File: src/rtl/btb_predictor_if.sv
// Fetch/EX-side bundle of the branch target buffer.
// master: pipeline side (drives fetch PC and EX resolution); slave: the BTB.
interface btb_predictor_if #(
   parameter int unsigned PC_WIDTH = 32
);
   logic [PC_WIDTH-1:0] if_pc;
   logic                pred_hit;
   logic                pred_taken;
   logic [PC_WIDTH-1:0] pred_target;
   logic                ex_valid;
   logic [PC_WIDTH-1:0] ex_pc;
   logic [1:0]          ex_taken_type;
   logic [PC_WIDTH-1:0] ex_target;
   logic                ex_pred_hit;
   logic                ex_pred_taken;
   logic [PC_WIDTH-1:0] ex_pred_target;
   logic                inval_all;
   logic                flush;
   logic [PC_WIDTH-1:0] redirect_pc;
   logic [31:0]         perf_lookups;
   logic [31:0]         perf_mispred;

   modport master (
      output if_pc, ex_valid, ex_pc, ex_taken_type, ex_target,
             ex_pred_hit, ex_pred_taken, ex_pred_target, inval_all,
      input  pred_hit, pred_taken, pred_target, flush, redirect_pc,
             perf_lookups, perf_mispred
   );

   modport slave (
      input  if_pc, ex_valid, ex_pc, ex_taken_type, ex_target,
             ex_pred_hit, ex_pred_taken, ex_pred_target, inval_all,
      output pred_hit, pred_taken, pred_target, flush, redirect_pc,
             perf_lookups, perf_mispred
   );
endinterface

File: src/rtl/btb_predictor.sv
// Direct-mapped BTB with 2-bit saturating direction counters.
// Zero-latency prediction at IF, resolution/allocation at EX, invalidate-all.
// Optional feature macro: BTB_PERF_CNT_EN (resolved-branch and flush counters).
module btb_predictor #(
   parameter int unsigned PC_WIDTH    = 32,
   parameter int unsigned ENTRY_COUNT = 16,
   parameter logic [1:0]  CNT_INIT    = 2'b10
) (
   input  logic              clk,
   input  logic              rst_n,
   btb_predictor_if.slave    bus
);
   localparam int unsigned IDX       = $clog2(ENTRY_COUNT);
   localparam int unsigned TAG_WIDTH = PC_WIDTH - 2 - IDX;

   logic [ENTRY_COUNT-1:0] r_valid;
   logic [TAG_WIDTH-1:0]   r_tag    [ENTRY_COUNT];
   logic [PC_WIDTH-1:0]    r_target [ENTRY_COUNT];
   logic [1:0]             r_cnt    [ENTRY_COUNT];

   logic [IDX-1:0]       w_if_idx;
   logic [TAG_WIDTH-1:0] w_if_tag;
   logic                 w_if_hit;
   logic [IDX-1:0]       w_ex_idx;
   logic [TAG_WIDTH-1:0] w_ex_tag;
   logic                 w_ex_hit;
   logic                 w_is_br;
   logic                 w_nonbr;
   logic                 w_taken;
   logic                 w_flush;
   logic [PC_WIDTH-1:0]  w_redirect;
   logic                 w_alloc;
   logic                 w_upd_hit;
   logic                 w_alias;
   logic [1:0]           w_cnt_next;
   logic                 w_unused;

   assign w_if_idx = bus.if_pc[IDX+1:2];
   assign w_if_tag = bus.if_pc[PC_WIDTH-1:IDX+2];
   assign w_ex_idx = bus.ex_pc[IDX+1:2];
   assign w_ex_tag = bus.ex_pc[PC_WIDTH-1:IDX+2];
   assign w_unused = ^{bus.if_pc[1:0], bus.ex_pred_hit};

   // Fetch-side lookup on registered state
   always_comb begin
      w_if_hit        = r_valid[w_if_idx] && (r_tag[w_if_idx] == w_if_tag);
      bus.pred_hit    = w_if_hit;
      bus.pred_taken  = w_if_hit && r_cnt[w_if_idx][1];
      bus.pred_target = w_if_hit ? r_target[w_if_idx] : '0;
   end

   // EX resolution: mispredict detection, redirect and update decisions
   always_comb begin
      w_is_br    = bus.ex_valid && (bus.ex_taken_type != 2'b00);
      w_nonbr    = bus.ex_valid && (bus.ex_taken_type == 2'b00);
      w_taken    = bus.ex_valid && ((bus.ex_taken_type == 2'b01) ||
                                    (bus.ex_taken_type == 2'b10));
      w_ex_hit   = r_valid[w_ex_idx] && (r_tag[w_ex_idx] == w_ex_tag);
      w_flush    = (w_is_br && ((w_taken != bus.ex_pred_taken) ||
                                (w_taken && bus.ex_pred_taken &&
                                 (bus.ex_target != bus.ex_pred_target)))) ||
                   (w_nonbr && bus.ex_pred_taken);
      w_redirect = w_taken ? bus.ex_target : (bus.ex_pc + PC_WIDTH'(4));
      w_alloc    = w_is_br && !w_ex_hit && w_taken;
      w_upd_hit  = w_is_br && w_ex_hit;
      w_alias    = w_nonbr && w_ex_hit;
      w_cnt_next = r_cnt[w_ex_idx];
      if (w_taken) begin
         if (r_cnt[w_ex_idx] != 2'd3) w_cnt_next = r_cnt[w_ex_idx] + 2'd1;
      end else begin
         if (r_cnt[w_ex_idx] != 2'd0) w_cnt_next = r_cnt[w_ex_idx] - 2'd1;
      end
      bus.flush       = w_flush;
      bus.redirect_pc = w_flush ? w_redirect : '0;
   end

   // Entry storage: invalidate-all wins over any same-cycle EX update
   always_ff @(posedge clk or negedge rst_n) begin
      if (!rst_n) begin
         r_valid <= '0;
         for (int i = 0; i < ENTRY_COUNT; i++) begin
            r_tag[i]    <= '0;
            r_target[i] <= '0;
            r_cnt[i]    <= 2'd0;
         end
      end else if (bus.inval_all) begin
         r_valid <= '0;
      end else if (w_alloc) begin
         r_valid[w_ex_idx]  <= 1'b1;
         r_tag[w_ex_idx]    <= w_ex_tag;
         r_target[w_ex_idx] <= bus.ex_target;
         r_cnt[w_ex_idx]    <= CNT_INIT;
      end else if (w_upd_hit) begin
         r_cnt[w_ex_idx] <= w_cnt_next;
         if (w_taken) r_target[w_ex_idx] <= bus.ex_target;
      end else if (w_alias) begin
         r_valid[w_ex_idx] <= 1'b0;
      end
   end

`ifdef BTB_PERF_CNT_EN
   logic [31:0] r_perf_lookups;
   logic [31:0] r_perf_mispred;

   // Wrapping event counters, cleared only by reset
   always_ff @(posedge clk or negedge rst_n) begin
      if (!rst_n) begin
         r_perf_lookups <= 32'd0;
         r_perf_mispred <= 32'd0;
      end else begin
         if (w_is_br) r_perf_lookups <= r_perf_lookups + 32'd1;
         if (w_flush) r_perf_mispred <= r_perf_mispred + 32'd1;
      end
   end

   assign bus.perf_lookups = r_perf_lookups;
   assign bus.perf_mispred = r_perf_mispred;
`else
   assign bus.perf_lookups = 32'd0;
   assign bus.perf_mispred = 32'd0;
`endif

endmodule

File: src/flat_wrapper.sv
// flat-port wrapper written by rule: the top's interface ports become plain ports
module btb_predictor_flat 
#(
   parameter int unsigned PC_WIDTH    = 32,
   parameter int unsigned ENTRY_COUNT = 16,
   parameter logic [1:0]  CNT_INIT    = 2'b10
)
  (clk, rst_n, bus_if_pc, bus_ex_valid, bus_ex_pc, bus_ex_taken_type, bus_ex_target, bus_ex_pred_hit, bus_ex_pred_taken, bus_ex_pred_target, bus_inval_all, bus_pred_hit, bus_pred_taken, bus_pred_target, bus_flush, bus_redirect_pc, bus_perf_lookups, bus_perf_mispred);
  btb_predictor_if #(.PC_WIDTH(PC_WIDTH)) bus_i ();
  input  logic clk;
  input  logic rst_n;
  input wire logic [$bits(bus_i.if_pc)-1:0] bus_if_pc;
  input wire logic [$bits(bus_i.ex_valid)-1:0] bus_ex_valid;
  input wire logic [$bits(bus_i.ex_pc)-1:0] bus_ex_pc;
  input wire logic [$bits(bus_i.ex_taken_type)-1:0] bus_ex_taken_type;
  input wire logic [$bits(bus_i.ex_target)-1:0] bus_ex_target;
  input wire logic [$bits(bus_i.ex_pred_hit)-1:0] bus_ex_pred_hit;
  input wire logic [$bits(bus_i.ex_pred_taken)-1:0] bus_ex_pred_taken;
  input wire logic [$bits(bus_i.ex_pred_target)-1:0] bus_ex_pred_target;
  input wire logic [$bits(bus_i.inval_all)-1:0] bus_inval_all;
  output wire logic [$bits(bus_i.pred_hit)-1:0] bus_pred_hit;
  output wire logic [$bits(bus_i.pred_taken)-1:0] bus_pred_taken;
  output wire logic [$bits(bus_i.pred_target)-1:0] bus_pred_target;
  output wire logic [$bits(bus_i.flush)-1:0] bus_flush;
  output wire logic [$bits(bus_i.redirect_pc)-1:0] bus_redirect_pc;
  output wire logic [$bits(bus_i.perf_lookups)-1:0] bus_perf_lookups;
  output wire logic [$bits(bus_i.perf_mispred)-1:0] bus_perf_mispred;
  assign bus_i.if_pc = bus_if_pc;
  assign bus_i.ex_valid = bus_ex_valid;
  assign bus_i.ex_pc = bus_ex_pc;
  assign bus_i.ex_taken_type = bus_ex_taken_type;
  assign bus_i.ex_target = bus_ex_target;
  assign bus_i.ex_pred_hit = bus_ex_pred_hit;
  assign bus_i.ex_pred_taken = bus_ex_pred_taken;
  assign bus_i.ex_pred_target = bus_ex_pred_target;
  assign bus_i.inval_all = bus_inval_all;
  assign bus_pred_hit = bus_i.pred_hit;
  assign bus_pred_taken = bus_i.pred_taken;
  assign bus_pred_target = bus_i.pred_target;
  assign bus_flush = bus_i.flush;
  assign bus_redirect_pc = bus_i.redirect_pc;
  assign bus_perf_lookups = bus_i.perf_lookups;
  assign bus_perf_mispred = bus_i.perf_mispred;
  btb_predictor #(.PC_WIDTH(PC_WIDTH), .ENTRY_COUNT(ENTRY_COUNT), .CNT_INIT(CNT_INIT)) u_core (.clk(clk), .rst_n(rst_n), .bus(bus_i));
endmodule
File: config.mk
export PLATFORM = sky130hd
export DESIGN_NAME = btb_predictor_flat
export DESIGN_NICKNAME = d
export VERILOG_FILES = /design/src/rtl/btb_predictor_if.sv /design/src/rtl/btb_predictor.sv /design/src/flat_wrapper.sv
export SDC_FILE = /design/constraint.sdc
export NUM_CORES = 2
export LEC_CHECK = 0
export BUFFER_PORTS_ARGS = -buffer_cell sky130_fd_sc_hd__clkbuf_2
export CAP_MARGIN = 20
export CELL_PAD_IN_SITES_DETAIL_PLACEMENT = 1
export CELL_PAD_IN_SITES_GLOBAL_PLACEMENT = 1
export CORE_MARGIN = 2
export CORE_UTILIZATION = 50
export CTS_BUF_LIST = sky130_fd_sc_hd__clkbuf_4
export DETAILED_ROUTE_END_ITERATION = 12
export PLACE_DENSITY = 0.85
export SLEW_MARGIN = 20
export SYNTH_ARGS = -nofsm -noshare
export SYNTH_HDL_FRONTEND = slang
export SYNTH_SLANG_ARGS = --single-unit
File: constraint.sdc
create_clock -name clk -period 4.2 [get_ports clk]
set_input_delay 0.21 -clock clk [delete_from_list [all_inputs] [get_ports clk]]
set_output_delay 0.21 -clock clk [all_outputs]
set_load 0.01 [all_outputs]
# Word-level counts from Yosys, hierarchy flattened
# Cells that the tools add are included.
[totals] register_bits=976 inputBits=136 output_inout_bits=131 wordCells=150
[classes] bitwise=9 add_sub_neg=3 n_lt_le_gt_ge=6 muxes=45 n_reduce_logical=30 eq_ne=8
[ops] op="$mux 512" count=3
[ops] op="$bwmux 512" count=1
[ops] op="$bwmux 416" count=1
[ops] op="$mux 32" count=8
[ops] op="$bmux 26 s4" count=2
[ops] op="$mux 26" count=5
[ops] op="$bmux 32 s4" count=1
[ops] op="$demux 32 s4" count=1
[ops] op="$demux 26 s4" count=1
[ops] op="$mux 16" count=4
[ops] op="$eq 26x26->1" count=2
[ops] op="$add 32x3->32 const B" count=1
[ops] op="$and 16x16->16" count=2
[ops] op="$bwmux 32" count=1
[ops] op="$ne 32x32->1" count=1
[ops] op="$not 16->16" count=2
[ops] op="$or 16x16->16" count=2
[ops] op="$bmux 2 s4" count=2
[ops] op="$logic_and 1x1->1" count=16
[ops] op="$mux 2" count=8
[ops] op="$ge 5x5->1 const B" count=2
[ops] op="$lt 4x5->1 const B" count=2
[ops] op="$not 4->5" count=2
[ops] op="$bmux 1 s4" count=2
[ops] op="20 further kinds" count=29

# Depth between registers and ports, before layout
[logic_depth] word_depth=11 ltp_mapped=17 mapped_depth_nobuf=9

# Worst setup path after synthesis
# No wires, ideal clock.
[synth_timing] kind="input -> output" from="in bus_if_pc[2]" to="out bus_pred_target[22]" stages=10 arrival_time_ps=3381 slack_ps=609 cell_sequence="clkbuf_1 > buf_2 > buf_1 > mux4_2 > mux4_2 > xnor2_1 > nand4_1 > nor4_1 > clkbuf_1 > and3_1"
[synth_via] elab_chain_len=7
[synth_rtl] item="start: declaration" line_no="flat_wrapper.sv:12" text="input wire logic [$bits(bus_i.if_pc)-1:0] bus_if_pc;"
[synth_rtl] item="$not 4->5 (not written as such)" line_no="btb_predictor.sv:46, btb_predictor.sv:49"
[synth_rtl] item="$bmux 26 s4" line_no="btb_predictor.sv:46" text="w_if_hit = r_valid[w_if_idx] && (r_tag[w_if_idx] == w_if_tag);"
[synth_rtl] item="$mux 26 (not written as such) (2 in a row)" line_no="btb_predictor.sv:46"
[synth_rtl] item="$eq 26x26->1" line_no="btb_predictor.sv:46"
[synth_rtl] item="$logic_and 1x1->1" line_no="btb_predictor.sv:46"
[synth_rtl] item="$mux 32 *" line_no="btb_predictor.sv:49" text="bus.pred_target = w_if_hit ? r_target[w_if_idx] : '0;"
[synth_rtl] item="end: declaration" line_no="flat_wrapper.sv:23" text="output wire logic [$bits(bus_i.pred_target)-1:0] bus_pred_target;"
# Every way passes the cells marked *; elsewhere a longest branch is shown, timed or not. The select of a mux whose other input is x is not followed.

# Final worst setup path
[layout_timing] from="reg u_core.r_tag[191] (netlist name)" to="out bus_pred_target[27]"
[layout_via] elab_chain_len=6
[layout_rtl] item="start: declaration" line_no="btb_predictor.sv:17" text="logic [TAG_WIDTH-1:0] r_tag [ENTRY_COUNT];"
[layout_rtl] item="start signal: indexed assignment" line_no="btb_predictor.sv:90" text="r_tag[w_ex_idx] <= w_ex_tag;"
[layout_rtl] item="$bmux 26 s4" line_no="btb_predictor.sv:46"
[layout_rtl] item="$mux 26 (not written as such) (2 in a row)" line_no="btb_predictor.sv:46"
[layout_rtl] item="$eq 26x26->1" line_no="btb_predictor.sv:46"
[layout_rtl] item="$logic_and 1x1->1" line_no="btb_predictor.sv:46"
[layout_rtl] item="$mux 32" line_no="btb_predictor.sv:49"
# No other way between the ends. The select of a mux whose other input is x is not followed.

==> summary.md <==
| Metric | Value |
|---|---|
| CTS Root Cell | `clkbuf_4` |
| RD Place Congestion | `0.9130` |
| Fin cells | `5396` |
| Max clock buf depth | `4` |
| DR iter-0 viols | `3862` |
| Leakage | `26.85 nW` |
| Multiplexer share of the synthesized area | `0.3896` |
| Layout cells sized above 1 | `0.5447` |
| Flops & latches, synth | `976` |
| Die span in y | `323.5 µm` |
| Largest net degree at the start of global routing | `116` |
| CP max FO | `6` |
| Max layer used | `met5` |
| Worst setup margin | `-0.4783 ns` |
| Post-Syn Area | `51030 µm²` |
| Worst Setup Path Type | `flip-flop to output pin` |
| Nature of the critical path startpoint | `flip-flop` |
| CTS buffer count | `285` |
| Failing checks | `negative setup slack` |
| Data arrival time of the worst path | `4.47 ns` |
| Power Dens Cells | `423.6 nW/µm²` |
| CTS clk-pin slew, worst paths | `0.08 ns` |
| Adder-Cell Fraction of Synth Area | `0.001863` |
| PortBufs | `199` |
| Max_cap viols | `0` |
| Chip width | `323.5 µm` |
| Core Box Area | `101400 µm²` |
| Met1 wire length | `66170 µm` |
| Vias | `36273` |
| Total negative slack | `-14.57 ns` |
| # clock sinks | `976` |
| Final Hold Fails | `0` |
| Compound-Gate Fraction of Synth Area | `0.03440` |
| Nets | `3991` |
| Max VDD drop | `0.0002883 V` |
| Placed cell area | `54320 µm²` |
| Reg2reg start | `u_core.r_tag[264]` |
| Placed cell count | `4851` |
| Least-Margin Pin Slew | `1.134 ns` |
| Unrepaired setup endpoints after global routing | `yes` |
| Synth-to-layout area growth | `14.90%` |
| Distinct cells, synth | `70` |
| Max-slew violations | `0` |
| Max-slew headroom | `0.2412` |
| Minimum clock period after layout | `4.678 ns` |
| Final period util | `1.114` |
| Worst min path class | `input pin to flip-flop` |
| I/O Pins | `267` |
| Initial antenna violation count | `21` |
| GR Overflow Total | `0` |
| Metal2 WL | `85840 µm` |
| Number of global-route vias before repair | `39941` |
| Final Total Pwr | `24.84 mW` |
| CTS tree | `done` |
| EDFF count, synth | `0` |
| Residual DRC | `0` |
| Synth Instances | `3439` |
| Fin Clk Skew | `0.09505 ns` |
| Die area | `104600 µm²` |
| Status | `finished, violations left` |
| XOR/XNOR Fraction of Synth Area | `0.02042` |
| CP required | `3.99 ns` |
| Crit end category | `output pin` |
| Post-synthesis sequential area ratio | `0.4786` |
| # setup viols final | `34` |
| Total GRT Usage | `0.3512` |
| Async SR Flop Fraction | `1.000` |
| Mean Syn Cell Area | `14.84 µm²` |
| Worst hold path startpoint | `bus_ex_pc[19]` |
| Most used DFF post-synth | `dfrtp_1` |
| First-pass GRT wire length | `267300 µm` |
| Total wire length | `182300 µm` |
| Largest family of logic cells by synthesized area | `multiplexers` |
| FMAX | `0.2138 GHz` |
| Initial core utilization | `0.5030` |
| H-tree depth | `5` |
| Clk_lat worst skew | `1.25 ns` |
| Origin of the worst setup path | `u_core.r_tag[191]` |
| DP Worst Slack | `0.07139 ns` |
| DP HPWL | `109000 µm` |
| Met3 Wirelength | `19580 µm` |
| Post-DR wirelength/cell | `33.78 µm` |
| Post-Synth Simple-Gate Area | `0.03038` |
| Pre-Repair DR Iteration Count | `7` |
| Yosys warns | `0` |
| Antenna viol nets, final | `0` |
| Row cnt | `117` |
| Avg Vias per Cell | `6.722` |
| Finished Cell Area | `58630 µm²` |
-- cells in the final DEF (no fill, tap or decap), drive strengths merged, types with 6 or more instances in the layout --
master | Yosys | routed
mux4 | 404 | 404
nand4 | 22 | 22
buf | 174 | 229
xor2 | 15 | 15
and3 | 44 | 44
o32a | 48 | 48
a21oi | 19 | 19
mux2i | 57 | 57
dlygate4sd3 | 0 | 73
xnor2 | 104 | 104
inv | 23 | 31
nor3 | 22 | 22
conb | 1 | 64
clkbuf | 247 | 573
nor4 | 10 | 10
nand3 | 26 | 26
diode | 0 | 9
o21a | 19 | 19
a22oi | 10 | 10
and2 | 8 | 8
nand2 | 47 | 47
nor2 | 91 | 91
a2bb2oi | 11 | 11
clkinv | 3 | 55
ha | 6 | 6
o21ai | 29 | 29
a211oi | 28 | 28
mux2 | 907 | 907
dfrtp | 976 | 976
a31oi | 13 | 13
-- state kept, by name, summed over array words and instances (netlist names) --
name,cells
u_core.r_cnt,32
u_core.r_target,512
u_core.r_valid,16
u_core.r_tag,416
-- logic make-up after synthesis --
group / count (synthesis)
compound gates: 226
mux: 1368
xor+xnor: 119
buf+inv: 447
fa+ha+maj: 8
other cells: 1
simple gates: 294
flops: 976
-- Yosys cell counts (6+ instances only) --
library cell  instances  area [µm²]
dfrtp_1             976       24420
mux2_2              904       10180
mux4_2              404        9099
clkbuf_1            247       927.1
xnor2_1             104       910.9
nor2_1               87       326.6
buf_4                74       555.5
mux2i_1              57       570.6
o32a_1               48       480.5
nand2_1              47       176.4
and3_1               44       275.3
buf_1                39       146.4
buf_6                39       439.2
a211oi_1             28       210.2
nand3_1              26       130.1
o21ai_0              26       130.1
inv_1                23       86.33
buf_2                22       110.1
nand4_1              22       137.6
a21oi_1              19       95.09
o21a_1               19       142.6
xor2_1               15       131.4
a31oi_1              13       81.33
nor3_2               12       120.1
a2bb2oi_1            11       96.34
a22oi_1              10       75.07
nor3_1               10       50.05
nor4_1                9       56.30
and2_1                7       43.79
ha_1                  6       75.07
-- routing by layer --
| layer | track usage | vias up |
|---|---|---|
| met5 | 0 | - |
| met4 | 0.2004 | 22 |
| met3 | 0.1124 | 696 |
| met2 | 0.5464 | 2437 |
| met1 | 0.4338 | 19286 |
| li1 | - | 13832 |
-- worst max-delay path: stages, from the launching register on --
cell,delay [ns]
dfrtp_1,0.42
mux4_2,0.50
mux4_2,0.50
xnor2_2,0.16
buf_4,0.17
nand4_1,0.37
nor4_4,0.33
buf_12,0.16
buf_12,0.14
buf_16,0.17
and3_1,0.18
clkbuf_8,0.14
-- through the flow --
step / util / hold slack (ns)
2_1_floorplan: - / -0.08559
3_3_place_gp: 0.5355 / 0.3174
3_5_place_dp: 0.5355 / 0.3284
4_1_cts: 0.5768 / 0.005027
5_1_grt: 0.5779 / 0.07709
6_report: 0.5780 / 0.09962
-- final cells by class --
class | count | area, µm²
multi-input cells | 2079 | 24900
clock inverters | 63 | 326.6
well taps | 1368 | 1712
clock buffers | 394 | 2958
inverters | 26 | 97.59
fillers | 9589 | 42820
flip-flops and latches | 976 | 24420
diodes | 9 | 22.52
repair buffers | 481 | 4197
-- final timing paths --
path | to | slack (ns) | depth (start not counted)
worst min register to register | u_core.r_cnt[26] | 0.49 | 1
min in group asynchronous | u_core.r_target[58] | 0.38 | 4
worst min-delay path | u_core.r_tag[273] | 0.1 | 3
worst max register to register | u_core.r_tag[26] | 0.38 | 12
worst max-delay path | bus_pred_target[27] | -0.48 | 11
max in group asynchronous | u_core.r_tag[26] | 3.11 | 4
-- where the power goes --
| part | switching, mW | internal (mW) |
|---|---|---|
| Clock | 4.33 | 4.48 |
| Combinational | 2.09 | 2.36 |
| Sequential | 0.947 | 10.6 |
-- timing repair --
action,CTS,global route
hold endpoints to repair,1938,0
endpoints found under the setup margin,34,38
gates cloned,2,1
hold buffers,74,0
pin swaps,1,0
gates resized for setup,14,26
buffers inserted,2,0
No activity file was read; power rests on OpenSTA's default activity.
